===== src/rtl/pipe_pkg.sv =====
// rtl/pipe_pkg.sv - shared types and constants for pipeline stage registers
package pipe_pkg;

    typedef enum logic [1:0] {
        ST_EMPTY,
        ST_BUSY,
        ST_FULL
    } pipe_state_e;

    localparam logic [31:0] RV_NOP = 32'h0000_0013;

    typedef struct packed {
        logic [31:0] pc;
        logic [31:0] instr;
    } if_id_t;

endpackage


===== src/rtl/sat_counter.sv =====
// rtl/sat_counter.sv - saturating event counter, cleared only by reset
module sat_counter #(
    parameter int W = 16
) (
    input  logic         clk,
    input  logic         reset,
    input  logic         inc,
    output logic [W-1:0] count
);

    logic [W-1:0] r_count;

    // Count up on inc and stick at all-ones instead of wrapping
    always_ff @(posedge clk or posedge reset) begin
        if (reset) begin
            r_count <= '0;
        end else if (inc && (r_count != '1)) begin
            r_count <= r_count + W'(1);
        end
    end

    assign count = r_count;

endmodule


===== src/rtl/pipe_skid_stage.sv =====
// rtl/pipe_skid_stage.sv - valid/ready pipeline register with 2-entry skid buffer
module pipe_skid_stage
    import pipe_pkg::*;
#(
    parameter int                DATA_W    = 64,
    parameter logic [DATA_W-1:0] FLUSH_VAL = '0,
    parameter int                CNT_W     = 16
) (
    input  logic              clk,
    input  logic              reset,
    input  logic              flush,
    input  logic              in_valid,
    output logic              in_ready,
    input  logic [DATA_W-1:0] in_data,
    output logic              out_valid,
    input  logic              out_ready,
    output logic [DATA_W-1:0] out_data,
    output logic [1:0]        occupancy,
    output logic [CNT_W-1:0]  bubble_cnt
);

    pipe_state_e       r_state;
    pipe_state_e       w_state_nxt;
    logic [DATA_W-1:0] r_main;
    logic [DATA_W-1:0] r_skid;
    logic [DATA_W-1:0] w_main_nxt;
    logic [DATA_W-1:0] w_skid_nxt;
    logic              r_in_ready;
    logic              w_out_valid;
    logic              w_in_fire;
    logic              w_out_fire;
    logic              w_bubble;

    // Handshakes only look at flops on our side, so no in_* <-> out_* comb path exists
    assign w_out_valid = (r_state != ST_EMPTY);
    assign w_in_fire   = in_valid & r_in_ready;
    assign w_out_fire  = w_out_valid & out_ready;
    assign w_bubble    = out_ready & ~w_out_valid;

    // Next-state and data-register selection; flush overrides every transition
    always_comb begin
        w_state_nxt = r_state;
        w_main_nxt  = r_main;
        w_skid_nxt  = r_skid;
        if (flush) begin
            w_state_nxt = ST_EMPTY;
            w_main_nxt  = FLUSH_VAL;
            w_skid_nxt  = FLUSH_VAL;
        end else begin
            case (r_state)
                ST_EMPTY: begin
                    if (w_in_fire) begin
                        w_main_nxt  = in_data;
                        w_state_nxt = ST_BUSY;
                    end
                end
                ST_BUSY: begin
                    if (w_in_fire && w_out_fire) begin
                        w_main_nxt = in_data;
                    end else if (w_in_fire) begin
                        w_skid_nxt  = in_data;
                        w_state_nxt = ST_FULL;
                    end else if (w_out_fire) begin
                        // main keeps its stale payload; out_valid masks it
                        w_state_nxt = ST_EMPTY;
                    end
                end
                ST_FULL: begin
                    // in_ready is low here, so only the drain side can move
                    if (w_out_fire) begin
                        w_main_nxt  = r_skid;
                        w_state_nxt = ST_BUSY;
                    end
                end
                default: begin
                    w_state_nxt = ST_EMPTY;
                end
            endcase
        end
    end

    // State, payload registers and the registered in_ready
    always_ff @(posedge clk or posedge reset) begin
        if (reset) begin
            r_state    <= ST_EMPTY;
            r_main     <= FLUSH_VAL;
            r_skid     <= FLUSH_VAL;
            r_in_ready <= 1'b1;
        end else begin
            r_state    <= w_state_nxt;
            r_main     <= w_main_nxt;
            r_skid     <= w_skid_nxt;
            r_in_ready <= (w_state_nxt != ST_FULL);
        end
    end

    // Occupancy decode from the state register
    always_comb begin
        occupancy = 2'd0;
        case (r_state)
            ST_BUSY: occupancy = 2'd1;
            ST_FULL: occupancy = 2'd2;
            default: occupancy = 2'd0;
        endcase
    end

    sat_counter #(
        .W(CNT_W)
    ) u_bubble_cnt (
        .clk  (clk),
        .reset(reset),
        .inc  (w_bubble),
        .count(bubble_cnt)
    );

    assign in_ready  = r_in_ready;
    assign out_valid = w_out_valid;
    assign out_data  = r_main;

endmodule

===== config.mk =====
export PLATFORM = sky130hd
export DESIGN_NAME = pipe_skid_stage
export DESIGN_NICKNAME = d
export VERILOG_FILES = /design/src/rtl/pipe_pkg.sv /design/src/rtl/sat_counter.sv /design/src/rtl/pipe_skid_stage.sv
export SDC_FILE = /design/constraint.sdc
export NUM_CORES = 1
export LEC_CHECK = 0
export BUFFER_PORTS_ARGS = -buffer_cell sky130_fd_sc_hd__buf_2
export CAP_MARGIN = 20
export CELL_PAD_IN_SITES_DETAIL_PLACEMENT = 0
export CELL_PAD_IN_SITES_GLOBAL_PLACEMENT = 1
export CORE_MARGIN = 2
export CORE_UTILIZATION = 35
export CTS_CLUSTER_DIAMETER = 200
export CTS_CLUSTER_SIZE = 24
export DETAILED_ROUTE_END_ITERATION = 8
export GPL_ROUTABILITY_DRIVEN = 0
export PLACE_DENSITY_LB_ADDON = 0.25
export SKIP_CTS_REPAIR_TIMING = 1
export SYNTH_ARGS = -nofsm -noshare
export SYNTH_HDL_FRONTEND = slang
export SYNTH_SLANG_ARGS = --single-unit

===== constraint.sdc =====
create_clock -name clk -period 8 [get_ports clk]
set_input_delay 0.4 -clock clk [delete_from_list [all_inputs] [get_ports clk]]
set_output_delay 0.4 -clock clk [all_outputs]
set_load 0.01 [all_outputs]

==> PnR_summary.wiki <==
{| class="wikitable"
! Metric !! Value
|-
| Layout Skew || 0.0128 ns
|-
| Crit path DAT || 2.39 ns
|-
| Net switching power || 0.532 mW
|-
| Synthesized Nets || 727
|-
| Data required, critical path || 7.60 ns
|-
| Total negative setup slack || 0 ns
|-
| Boundary pin count || 153
|-
| Iteration count of the initial detailed-routing pass || 6
|-
| Final-stage net count || 854
|-
| Cell-by-cell trace of the critical path || nand2b_4 > buf_4 > inv_1 > buf_2
|-
| Area fraction in and, or, nand and nor cells after synthesis || 15.1%
|-
| Clock transition time at the flip-flop clock pins of the worst setup and hold paths || 0.06 ns
|-
| Core Region || 18,600 um^2
|-
| Syn avg cell area || 10.1 um^2
|-
| Mean number of vias per cell || 4.98
|-
| Slowest cell delay on critical path || 0.71 ns
|-
| Final ANT Viol Nets || 0
|-
| Capturing point of the worst reg2reg path || out_data[63]
|-
| FP Rows || 50
|-
| First-pass GRT wire length || 27,100 um
|-
| Proportion of synthesized area in mux cells || 9.85%
|-
| Unrepaired setup endpoints after global routing || false
|-
| Post-DR wirelength/cell || 16.0 um
|-
| Static leakage || 4.16 nW
|-
| CTS root buffer || sky130_fd_sc_hd__clkbuf_16
|-
| Int Pwr || 1.45 mW
|-
| Reg power frac || 43.7%
|-
| DRC violation count after routing || 0
|-
| Post-route cell area || 8160 um^2
|-
| Initial DRC Count || 233
|-
| Final critical path time including I/O delays and setup || 2.79 ns
|-
| Combinational family with the most area after synthesis || simple AND/OR/NAND/NOR gates
|-
| RR Startpoint || r_state[0]
|-
| PnR worst setup slack || 5.21 ns
|-
| Fraction of power spent switching nets || 26.9%
|-
| Class of the tightest hold or removal check || input port to async pin
|-
| Number of max-cap violations || 0
|-
| Via count of the first global-routing pass || 5,072
|-
| Number of synthesized register bits || 147
|-
| Crit path launch type || flip-flop
|-
| WL final || 16,500 um
|-
| Synthesis Warnings || 0
|-
| Top fanout value on the critical path || 41
|-
| Result of the run || finished clean
|-
| Clock network latency to the later pin of the worst-skew pair || 0.42 ns
|-
| # fillers || 1,847
|-
| Count of endpoints failing setup in the final report || 0
|-
| Synth-to-Final Area Change || 23.2%
|-
| CP max-delay cell || sky130_fd_sc_hd__buf_4
|-
| Count of cells along the worst register-to-register path || 5
|-
| Antenna violations before repair || 1
|-
| DIE WIDTH || 142 um
|-
| Sequential element share of the synthesized area || 55.6%
|-
| Final hold violations || 0
|-
| Worst-margin pin slew || 0.872 ns
|-
| Clock share of power || 41.5%
|-
| Placed cell count || 999
|-
| Maximum number of pins on one net before global-route repair || 89
|-
| Total placed instance area || 7540 um^2
|-
| GRT Total Usage || 17.1%
|-
| Highest ir drop seen on vdd || 139 uV
|-
| Class of the most critical setup path || flip-flop to output port
|-
| Synthesized netlist cell count || 657
|-
| Synthesized-area fraction occupied by adder cells || 0.189%
|-
| Estimated wirelength of the detail-placed design || 10,800 um
|-
| Area enclosed by the die boundary || 20,000 um^2
|-
| Buffers from clock root to sink, at most || 2
|-
| Area share of xor/xnor cells in the synthesized design || 1.98%
|-
| Compound-cell area share of the yosys netlist || 13.9%
|-
| Worst setup EP type || output port
|-
| Die Span Y || 142 um
|-
| Post-route insts no fill || 1,032
|-
| Reg2Reg Setup Slack || 5.72 ns
|-
| Part of the total power dissipated in combinational logic || 14.7%
|-
| Clock H-tree levels || 4
|-
| Starting Density || 35.5%
|-
| Worst setup slack before clock tree synthesis || 5.64 ns
|-
| Number of port buffers || 152
|-
| Number of clock sinks || 147
|-
| Post-route fraction of the period consumed by the critical path || 34.9%
|-
| Max-slew violations || 0
|-
| Max frequency || 0.358 GHz
|-
| Utilization after layout || 43.8%
|-
| Total vias in the final route || 5,139
|-
| Cell variety after synth || 40
|-
| Fraction of final layout cells sized beyond drive strength 1 || 25.5%
|-
| Clock tree from TritonCTS || done
|-
| Clock buffer count from CTS || 17
|-
| Synthesized cell area || 6620 um^2
|-
| Worst relative slew slack || 41.9%
|-
| Total power density per cell area || 243 nW/um^2
|-
| Total global routing overflow || 0
|}
## power groups by stage
stage / Clock, mW / Combinational, mW / Sequential, mW
2_1_floorplan: 0 / 0.151 / 0.895
3_3_place_gp: 0 / 0.295 / 0.875
3_5_place_dp: 0 / 0.297 / 0.879
4_1_cts: 0.844 / 0.298 / 0.866
5_1_grt: 0.881 / 0.328 / 0.876
6_report: 0.822 / 0.292 / 0.866
## state kept, by name, summed over array words and instances, names as in the netlist
name,flops
r_skid,64
r_state,2
out_data,64
u_bubble_cnt.count,16
in_ready,1
## worst max-delay path by stage
stage / end / startpoint / cells past startpoint / slack [ns]
2_1_floorplan: out_data[0] / reset / 1 / 3.65
3_3_place_gp: occupancy[1] / r_state[0] / 4 / 5.68
3_5_place_dp: occupancy[1] / r_state[0] / 4 / 5.64
4_1_cts: occupancy[1] / r_state[0] / 4 / 5.19
5_1_grt: occupancy[1] / r_state[0] / 4 / 5.03
6_report: occupancy[1] / r_state[0] / 4 / 5.21
## per-layer routing
| layer | up-vias | GRT usage, % | routed length (um) |
|---|---|---|---|
| met3 | 16 | 4.72 | 740 |
| met4 | 0 | 5.00 | 246 |
| met2 | 112 | 28.1 | 8070 |
| met5 | - | 0 | 0 |
| met1 | 2479 | 22.3 | 7420 |
| li1 | 2532 | - | - |
## per-stage QoR
| stage | hold WS, ns | total power [mW] |
|---|---|---|
| final | 0.143 | 1.98 |
| after global routing | 0.197 | 2.08 |
| after CTS | 0.169 | 2.01 |
| after detailed placement | 0.511 | 1.18 |
| after global placement | 0.499 | 1.17 |
| after floorplan | 0.501 | 1.05 |
## placed cells by master, fill, tap and decap left out, types with 2 or more instances in the layout
cell | Yosys | routed
sky130_fd_sc_hd__dfrtp_1 | 146 | 146
sky130_fd_sc_hd__and3_1 | 3 | 3
sky130_fd_sc_hd__nand4_1 | 3 | 3
sky130_fd_sc_hd__nor2_1 | 68 | 67
sky130_fd_sc_hd__inv_1 | 5 | 4
sky130_fd_sc_hd__clkinv_2 | 0 | 4
sky130_fd_sc_hd__clkbuf_8 | 0 | 4
sky130_fd_sc_hd__nand3_1 | 7 | 7
sky130_fd_sc_hd__xnor2_1 | 2 | 2
sky130_fd_sc_hd__bufinv_16 | 0 | 3
sky130_fd_sc_hd__a21oi_1 | 64 | 64
sky130_fd_sc_hd__a211oi_1 | 65 | 65
sky130_fd_sc_hd__buf_2 | 8 | 151
sky130_fd_sc_hd__or2_2 | 3 | 3
sky130_fd_sc_hd__a2111oi_4 | 2 | 2
sky130_fd_sc_hd__nand3b_1 | 2 | 2
sky130_fd_sc_hd__nor3_1 | 3 | 3
sky130_fd_sc_hd__xor2_1 | 13 | 13
sky130_fd_sc_hd__mux2i_1 | 64 | 64
sky130_fd_sc_hd__buf_4 | 0 | 8
sky130_fd_sc_hd__clkbuf_16 | 0 | 17
sky130_fd_sc_hd__nor4_2 | 3 | 3
sky130_fd_sc_hd__clkbuf_1 | 40 | 2
sky130_fd_sc_hd__nor3b_1 | 2 | 2
sky130_fd_sc_hd__nand2_1 | 133 | 133
## cell type report
cell class                 count  area [um^2]  share of cell area, %
multi-input combinational    454         2730                   33.4
timing repair buffer         159          816                   10.0
clock inverter                 9          126                   1.55
tap                          234          293                   3.59
sequential                   147         3680                   45.1
inverter                       5         23.8                  0.291
antenna                        1         2.50                 0.0307
clock buffer                  23          488                   5.98
## critical path: cells and delay by family (launching register included)
family	cells	cell delay, ns
buf+inv	3	1.04
simple gates	1	0.47
flops	1	0.46
## cell families (layout without fill, tap and decap cells)
kind of cell    count (synthesis)  after routing
compound gates                137            137
xor+xnor                       15             15
fa+ha+maj                       1              1
buf+inv                        56            196
flops                         147            147
mux                            65             65
other cells                     0              1
simple gates                  236            236
## cells in the mapped netlist, drive strengths merged
cell | n | area (um^2)
nand4 | 3 | 18.8
nor3 | 3 | 15.0
nand3b | 2 | 15.0
a2111oi | 4 | 78.8
and3 | 3 | 18.8
nand4bb | 1 | 11.3
dfstp | 1 | 26.3
nand2b | 1 | 6.26
a21oi | 64 | 320
or3b | 1 | 8.76
ha | 1 | 12.5
nand3 | 7 | 35.0
nor4b | 1 | 8.76
and4 | 1 | 8.76
xor2 | 13 | 114
or2 | 4 | 25.0
inv | 5 | 18.8
mux2i | 64 | 641
buf | 11 | 58.8
xnor2 | 2 | 17.5
nor3b | 2 | 15.0
clkbuf | 40 | 150
a21o | 1 | 7.51
a211o | 1 | 8.76
mux2 | 1 | 11.3
nor4 | 4 | 43.8
a31oi | 1 | 6.26
nand4b | 1 | 8.76
nor2 | 68 | 255
dfrtp | 146 | 3650
a211oi | 65 | 488
nor2b | 1 | 6.26
o211ai | 1 | 7.51
nand2 | 133 | 499
(Power assumes the default switching activity.)
